File: config.mk
export PLATFORM = sky130hd
export DESIGN_NAME = sigmoid_lut_loader_flat
export DESIGN_NICKNAME = d
export VERILOG_FILES = /design/src/rtl/sigmoid_lut_loader_if.sv /design/src/rtl/sigmoid_lut_loader.sv /design/src/flat_wrapper.sv
export SDC_FILE = /design/constraint.sdc
export NUM_CORES = 1
export LEC_CHECK = 0
export CAP_MARGIN = 25
export CORE_MARGIN = 2
export CORE_UTILIZATION = 53
export DETAILED_ROUTE_END_ITERATION = 7
export PLACE_DENSITY = 0.83
export SLEW_MARGIN = 10
export SYNTH_ARGS = -nofsm -noshare
export SYNTH_HDL_FRONTEND = slang
export SYNTH_SLANG_ARGS = --single-unit
export TNS_END_PERCENT = 100
File: constraint.sdc
create_clock -name clk -period 5.25 [get_ports clk]
set_input_delay 1.05 -clock clk [delete_from_list [all_inputs] [get_ports clk]]
set_output_delay 1.05 -clock clk [all_outputs]
set_load 0.01 [all_outputs]
File: src/rtl/sigmoid_lut_loader_if.sv
// Handshake and LUT write-port bundle for the sigmoid LUT loader.
// slave: the loader's view. It takes the control and byte stream, and it drives the LUT write port and status.
// master: the view of the configuration side and the LUT side that face the loader.
interface sigmoid_lut_loader_if #(
    parameter int data_width              = 16,
    parameter int weight_sigmoid_in_width = 10
);
    logic                               start;
    logic                               abort;
    logic [7:0]                         byte_in;
    logic                               byte_valid;
    logic                               byte_ready;
    logic                               lut_wr_en;
    logic [weight_sigmoid_in_width-1:0] lut_wr_addr;
    logic [data_width-1:0]              lut_wr_data;
    logic                               busy;
    logic                               done;
    logic [data_width-1:0]              checksum;

    modport slave (
        input  start, abort, byte_in, byte_valid,
        output byte_ready, lut_wr_en, lut_wr_addr, lut_wr_data, busy, done, checksum
    );

    modport master (
        output start, abort, byte_in, byte_valid,
        input  byte_ready, lut_wr_en, lut_wr_addr, lut_wr_data, busy, done, checksum
    );
endinterface

File: src/rtl/sigmoid_lut_loader.sv
// Runtime writer for the sigmoid activation LUT. Little-endian bytes are assembled into LUT words,
// which are written in ascending address order 0..2**weight_sigmoid_in_width-1.
// Ports: clk, rst_n (async, active-low), and bus (slave modport) carrying start/abort, the byte
// stream handshake, the LUT write port, and the busy/done/checksum status.
// Latency: last byte of a word accepted -> lut_wr_en one cycle later. Throughput is 1 byte/cycle.
// Backpressure: byte_ready is a registered copy of "in LOAD". Bytes offered outside LOAD are dropped.
module sigmoid_lut_loader #(
    parameter int data_width              = 16,
    parameter int weight_sigmoid_in_width = 10
) (
    input  logic                 clk,
    input  logic                 rst_n,
    sigmoid_lut_loader_if.slave  bus
);
    localparam int BPW = (data_width + 7) / 8;
    localparam int IW  = (BPW > 1) ? $clog2(BPW) : 1;
    localparam int AW  = weight_sigmoid_in_width;
    localparam logic [IW-1:0] LAST_IDX = IW'(BPW - 1);

    localparam logic [1:0] IDLE = 2'd0;
    localparam logic [1:0] LOAD = 2'd1;
    localparam logic [1:0] DONE = 2'd2;

    logic [1:0]            state;
    logic                  ready_q;
    logic                  busy_q;
    logic                  done_q;
    logic [IW-1:0]         idx_q;
    logic [AW-1:0]         addr_q;
    logic [BPW*8-1:0]      word_q;
    logic                  wr_en_q;
    logic [AW-1:0]         wr_addr_q;
    logic [data_width-1:0] wr_data_q;
    logic [data_width-1:0] csum_q;

    logic                  xfer;
    logic [BPW*8-1:0]      word_next;

    assign xfer = bus.byte_valid && ready_q;

    // Partial word with the incoming byte merged into its slot. This lets the final byte go
    // straight into the write register without an extra assembly cycle.
    always_comb begin
        word_next = word_q;
        for (int i = 0; i < BPW; i++) begin
            if (idx_q == IW'(i)) begin
                word_next[8*i +: 8] = bus.byte_in;
            end
        end
    end

    always_ff @(posedge clk or negedge rst_n) begin
        if (!rst_n) begin
            state     <= IDLE;
            ready_q   <= 1'b0;
            busy_q    <= 1'b0;
            done_q    <= 1'b0;
            idx_q     <= '0;
            addr_q    <= '0;
            word_q    <= '0;
            wr_en_q   <= 1'b0;
            wr_addr_q <= '0;
            wr_data_q <= '0;
            csum_q    <= '0;
        end else begin
            wr_en_q <= 1'b0;
            case (state)
                IDLE, DONE: begin
                    if (bus.start) begin
                        state   <= LOAD;
                        ready_q <= 1'b1;
                        busy_q  <= 1'b1;
                        done_q  <= 1'b0;
                        idx_q   <= '0;
                        addr_q  <= '0;
                        csum_q  <= '0;
                    end
                end
                LOAD: begin
                    // abort wins over a byte accepted in the same cycle, so a partial word is dropped.
                    // The checksum is kept until the next start clears it.
                    if (bus.abort) begin
                        state   <= IDLE;
                        ready_q <= 1'b0;
                        busy_q  <= 1'b0;
                        idx_q   <= '0;
                        addr_q  <= '0;
                    end else if (xfer) begin
                        word_q <= word_next;
                        if (idx_q == LAST_IDX) begin
                            idx_q     <= '0;
                            wr_en_q   <= 1'b1;
                            wr_addr_q <= addr_q;
                            wr_data_q <= word_next[data_width-1:0];
                            csum_q    <= csum_q ^ word_next[data_width-1:0];
                            addr_q    <= addr_q + AW'(1);
                            // The final write and the move to DONE happen on the same edge.
                            // The address wraps to 0 here.
                            if (addr_q == {AW{1'b1}}) begin
                                state   <= DONE;
                                ready_q <= 1'b0;
                                busy_q  <= 1'b0;
                                done_q  <= 1'b1;
                            end
                        end else begin
                            idx_q <= idx_q + IW'(1);
                        end
                    end
                end
                default: begin
                    state   <= IDLE;
                    ready_q <= 1'b0;
                    busy_q  <= 1'b0;
                    done_q  <= 1'b0;
                end
            endcase
        end
    end

    assign bus.byte_ready  = ready_q;
    assign bus.lut_wr_en   = wr_en_q;
    assign bus.lut_wr_addr = wr_addr_q;
    assign bus.lut_wr_data = wr_data_q;
    assign bus.busy        = busy_q;
    assign bus.done        = done_q;
    assign bus.checksum    = csum_q;
endmodule

File: src/flat_wrapper.sv
// flat-port wrapper written by rule: the top's interface ports become plain ports
module sigmoid_lut_loader_flat 
#(
    parameter int data_width              = 16,
    parameter int weight_sigmoid_in_width = 10
)
  (clk, rst_n, bus_start, bus_abort, bus_byte_in, bus_byte_valid, bus_byte_ready, bus_lut_wr_en, bus_lut_wr_addr, bus_lut_wr_data, bus_busy, bus_done, bus_checksum);
  sigmoid_lut_loader_if #(.data_width(data_width), .weight_sigmoid_in_width(weight_sigmoid_in_width)) bus_i ();
  input  logic clk;
  input  logic rst_n;
  input wire logic [$bits(bus_i.start)-1:0] bus_start;
  input wire logic [$bits(bus_i.abort)-1:0] bus_abort;
  input wire logic [$bits(bus_i.byte_in)-1:0] bus_byte_in;
  input wire logic [$bits(bus_i.byte_valid)-1:0] bus_byte_valid;
  output wire logic [$bits(bus_i.byte_ready)-1:0] bus_byte_ready;
  output wire logic [$bits(bus_i.lut_wr_en)-1:0] bus_lut_wr_en;
  output wire logic [$bits(bus_i.lut_wr_addr)-1:0] bus_lut_wr_addr;
  output wire logic [$bits(bus_i.lut_wr_data)-1:0] bus_lut_wr_data;
  output wire logic [$bits(bus_i.busy)-1:0] bus_busy;
  output wire logic [$bits(bus_i.done)-1:0] bus_done;
  output wire logic [$bits(bus_i.checksum)-1:0] bus_checksum;
  assign bus_i.start = bus_start;
  assign bus_i.abort = bus_abort;
  assign bus_i.byte_in = bus_byte_in;
  assign bus_i.byte_valid = bus_byte_valid;
  assign bus_byte_ready = bus_i.byte_ready;
  assign bus_lut_wr_en = bus_i.lut_wr_en;
  assign bus_lut_wr_addr = bus_i.lut_wr_addr;
  assign bus_lut_wr_data = bus_i.lut_wr_data;
  assign bus_busy = bus_i.busy;
  assign bus_done = bus_i.done;
  assign bus_checksum = bus_i.checksum;
  sigmoid_lut_loader #(.data_width(data_width), .weight_sigmoid_in_width(weight_sigmoid_in_width)) u_core (.clk(clk), .rst_n(rst_n), .bus(bus_i));
endmodule
==> key figures <==
Drt
  – 1st-iter DRT viols: 134
  – DRC Markers: 0
  – Drt first pass iters: 4
  – WL final: 5930 um
  – Antenna viol nets, final: 0
  – Via density: 5.49
  – Vias: 2,096
  – Drt wl/cell: 15.5 um

Logic synthesis
  – Post-synth EDFFs: 0
  – Synth Cell Area: 2730 um2
  – Async S/R FF share, synth: 100%
  – #FFs+latches synth: 66
  – Commonest register cell after synthesis: dfrtp_1
  – Post-Synthesis Net Count: 263
  – Mean post-synth cell area: 11.0 um2
  – Post-synthesis sequential area ratio: 60.5%
  – Post-synth cell types: 33
  – Synth warn: 0
  – Synth Instances: 249

Floorplan
  – I/O pin cnt: 59
  – Std cell rows: 26
  – Initial Util: 54.1%
  – Die width: 75.8 um
  – Core Area: 5040 um2
  – Chip Height: 75.8 um
  – Die area: 5740 um2

Job
  – Max cap viols: 0

CTS
  – Clk sinks: 66
  – H-Tree Level Count: 3
  – CTS Buf Count: 9
  – Worst-Skew Late Latency: 340 ps
  – Hold Buf Count CTS: 0
  – Root Driver: clkbuf_8
  – Clk buf depth: 2
  – Post_cts resized: 0
  – Post-CTS Setup Bufs: 0
  – Clk pin slew, worst setup/hold paths: 70 ps
  – CTS tree: done

Timing
  – Final min period: 3140 ps
  – Unrepaired setup endpoints after global routing: false
  – Setup Skew: 4.21 ps
  – Fin. Hold Viols: 0
  – Relative slew slack: 46.4%
  – Setup TNS: 0 ps
  – Least-Margin Pin Slew: 804 ps
  – Max Fclk: 318 MHz
  – Final setup vio count: 0
  – Slew Limit Fails: 0
  – Tcrit/Tclk final: 59.8%

Critical path
  – Worst path depth: 5
  – Worst Path Required: 5510 ps
  – WS Path Type: in -> reg
  – Crit path max fanout: 29
  – Max stage delay cell, worst path: or4_1
  – Critical Path Sink Type: flop
  – CP Cell Sequence: clkdlybuf4s50_1 -> and2_1 -> nand3_4 -> or4_1 -> o21ai_0
  – Register-to-Register Path Depth: 4
  – Worst Path Buf+Inv: 1
  – CP delay by family, top: simple AND/OR/NAND/NOR gates
  – Critical path's largest stage delay: 670 ps
  – Crit path DAT: 3400 ps
  – Crit start category: input pin

Layout
  – Antenna Cells: 0
  – Final instance area: 3600 um2
  – Area Growth Syn to Fin: 31.8%
  – Filler instances: 376
  – Layout Nets: 321
  – Post-Layout Cell Count: 382
  – Area of all sequential standard cells: 1650 um2
  – Ratio of cells with drive above 1 in the final layout: 12.8%
  – Area of the multi-input gates: 1010 um2

GRT
  – Largest net degree at the start of global routing: 67
  – First-pass GRT wire length: 9280 um
  – GRT Util Overall: 22.2%
  – Grt ovf: 0
  – Initial antenna violation count: 0
  – Vias in the first global route: 1,925

Placement
  – Cell count after placement: 366
  – Input/output buffers: 58
  – Placed wire-length estimate: 3980 um
  – Placement Cell Area: 3350 um2
  – GP Congestion: 0.871

Power and ir drop
  – Leakage power: 1.65 nW
  – Pwr per Cell Area: 375 nW/um2
  – Final Power: 1.35 mW
  – Worst vdd ir: 0.263 mV

Worst hold path
  – Hold Crit Class: reg -> reg
  – Worst Hold Depth: 2

Run status
  – Status: finished clean
-- final timing paths --
| kind | from | end | slack (ps) |
|---|---|---|---|
| worst max-delay path | bus_byte_valid | u_core.bus.done$_DFFE_PN0P_ | 2110 |
| worst min-delay path | u_core.bus.lut_wr_data[14]$_DFFE_PN0P_ | u_core.bus.lut_wr_data[14]$_DFFE_PN0P_ | 480 |
| worst max register to register | u_core.bus.busy$_DFFE_PN0P_ | u_core.bus.done$_DFFE_PN0P_ | 2850 |
| worst min register to register | u_core.bus.lut_wr_data[14]$_DFFE_PN0P_ | u_core.bus.lut_wr_data[14]$_DFFE_PN0P_ | 480 |
| max in group asynchronous | rst_n | u_core.state[0]$_DFFE_PN0P_ | 3850 |
| min in group asynchronous | rst_n | u_core.bus.lut_wr_en$_DFF_PN0_ | 870 |
-- cell families after synthesis --
logic type | synth area share [%]
mux | 7.43
flops | 60.5
xor+xnor | 1.28
buf+inv | 2.48
simple gates | 18.0
fa+ha+maj | 0.458
compound gates | 9.86
-- area by class of cell --
type,count,area share (%)
Sequential cell,66,45.9
Clock inverter,6,3.20
Timing Repair Buffer,60,16.4
Tap cell,70,2.43
Inverter,4,0.417
Multi-Input combinational cell,166,28.1
Clock buffer,10,3.55
-- placed cells by master, fill, tap and decap left out, drive strengths merged, types with 4 or more instances in the layout --
cell           netlist  final
dfrtp               66     66
clkdlybuf4s50        0     57
nand2               41     41
o21ai               27     27
nand4               19     19
mux2                18     18
nand3               16     16
nor2                10     10
clkbuf               9     10
a21oi                5      5
inv                  4      4
xor2                 4      4
-- per-layer routing --
layer	GRT usage (%)	wire, um
met5	0	0
met4	8.77	171
met3	5.56	247
met2	33.7	2780
met1	30.9	2740
-- power breakdown --
group	switching [mW]	internal [mW]
logic	0.0990	0.113
clock network	0.198	0.317
registers	0.0480	0.575
total	0.345	1.01
-- synthesized netlist by cell type, types with 2 or more instances --
library cell,count,area (um2)
a21o_1,2,15.0
a22o_1,2,17.5
a21oi_1,5,25.0
a31oi_1,3,18.8
nor4_1,3,18.8
buf_1,3,11.3
inv_1,4,15.0
dfrtp_1,66,1650
mux2_2,18,203
and3_1,2,12.5
xor2_1,4,35.0
o21ai_0,27,135
nand2_1,41,154
clkbuf_1,9,33.8
o31ai_1,2,15.0
nand4_1,19,119
nor2_1,9,33.8
nand3_1,15,75.1
-- metrics by stage --
step | setup slack (ps) | hold WS, ps | utilization [%]
6_report | 2110 | 478 | 71.3
5_1_grt | 1950 | 506 | 71.3
4_1_cts | 2130 | 481 | 71.3
3_5_place_dp | 1800 | 464 | 66.5
3_3_place_gp | 1870 | 461 | 66.5
2_1_floorplan | 2890 | 469 | -
-- worst min-delay path: stages (launching register included) --
cell and delay [ps]:
dfrtp_1 350, nand2_1 50, nand2_1 50
-- registers in the layout, summed over array words and instances (netlist names) --
| name | count |
|---|---|
| u_core.bus.checksum | 16 |
| u_core.bus.lut_wr_data | 16 |
| u_core.addr_q | 10 |
| u_core.bus.lut_wr_addr | 10 |
| u_core.word_q | 8 |
| u_core.state | 2 |
| u_core.bus.busy | 1 |
| u_core.bus.done | 1 |
| u_core.bus.lut_wr_en | 1 |
| u_core.idx_q | 1 |
No activity file was read; power rests on OpenSTA's default activity.
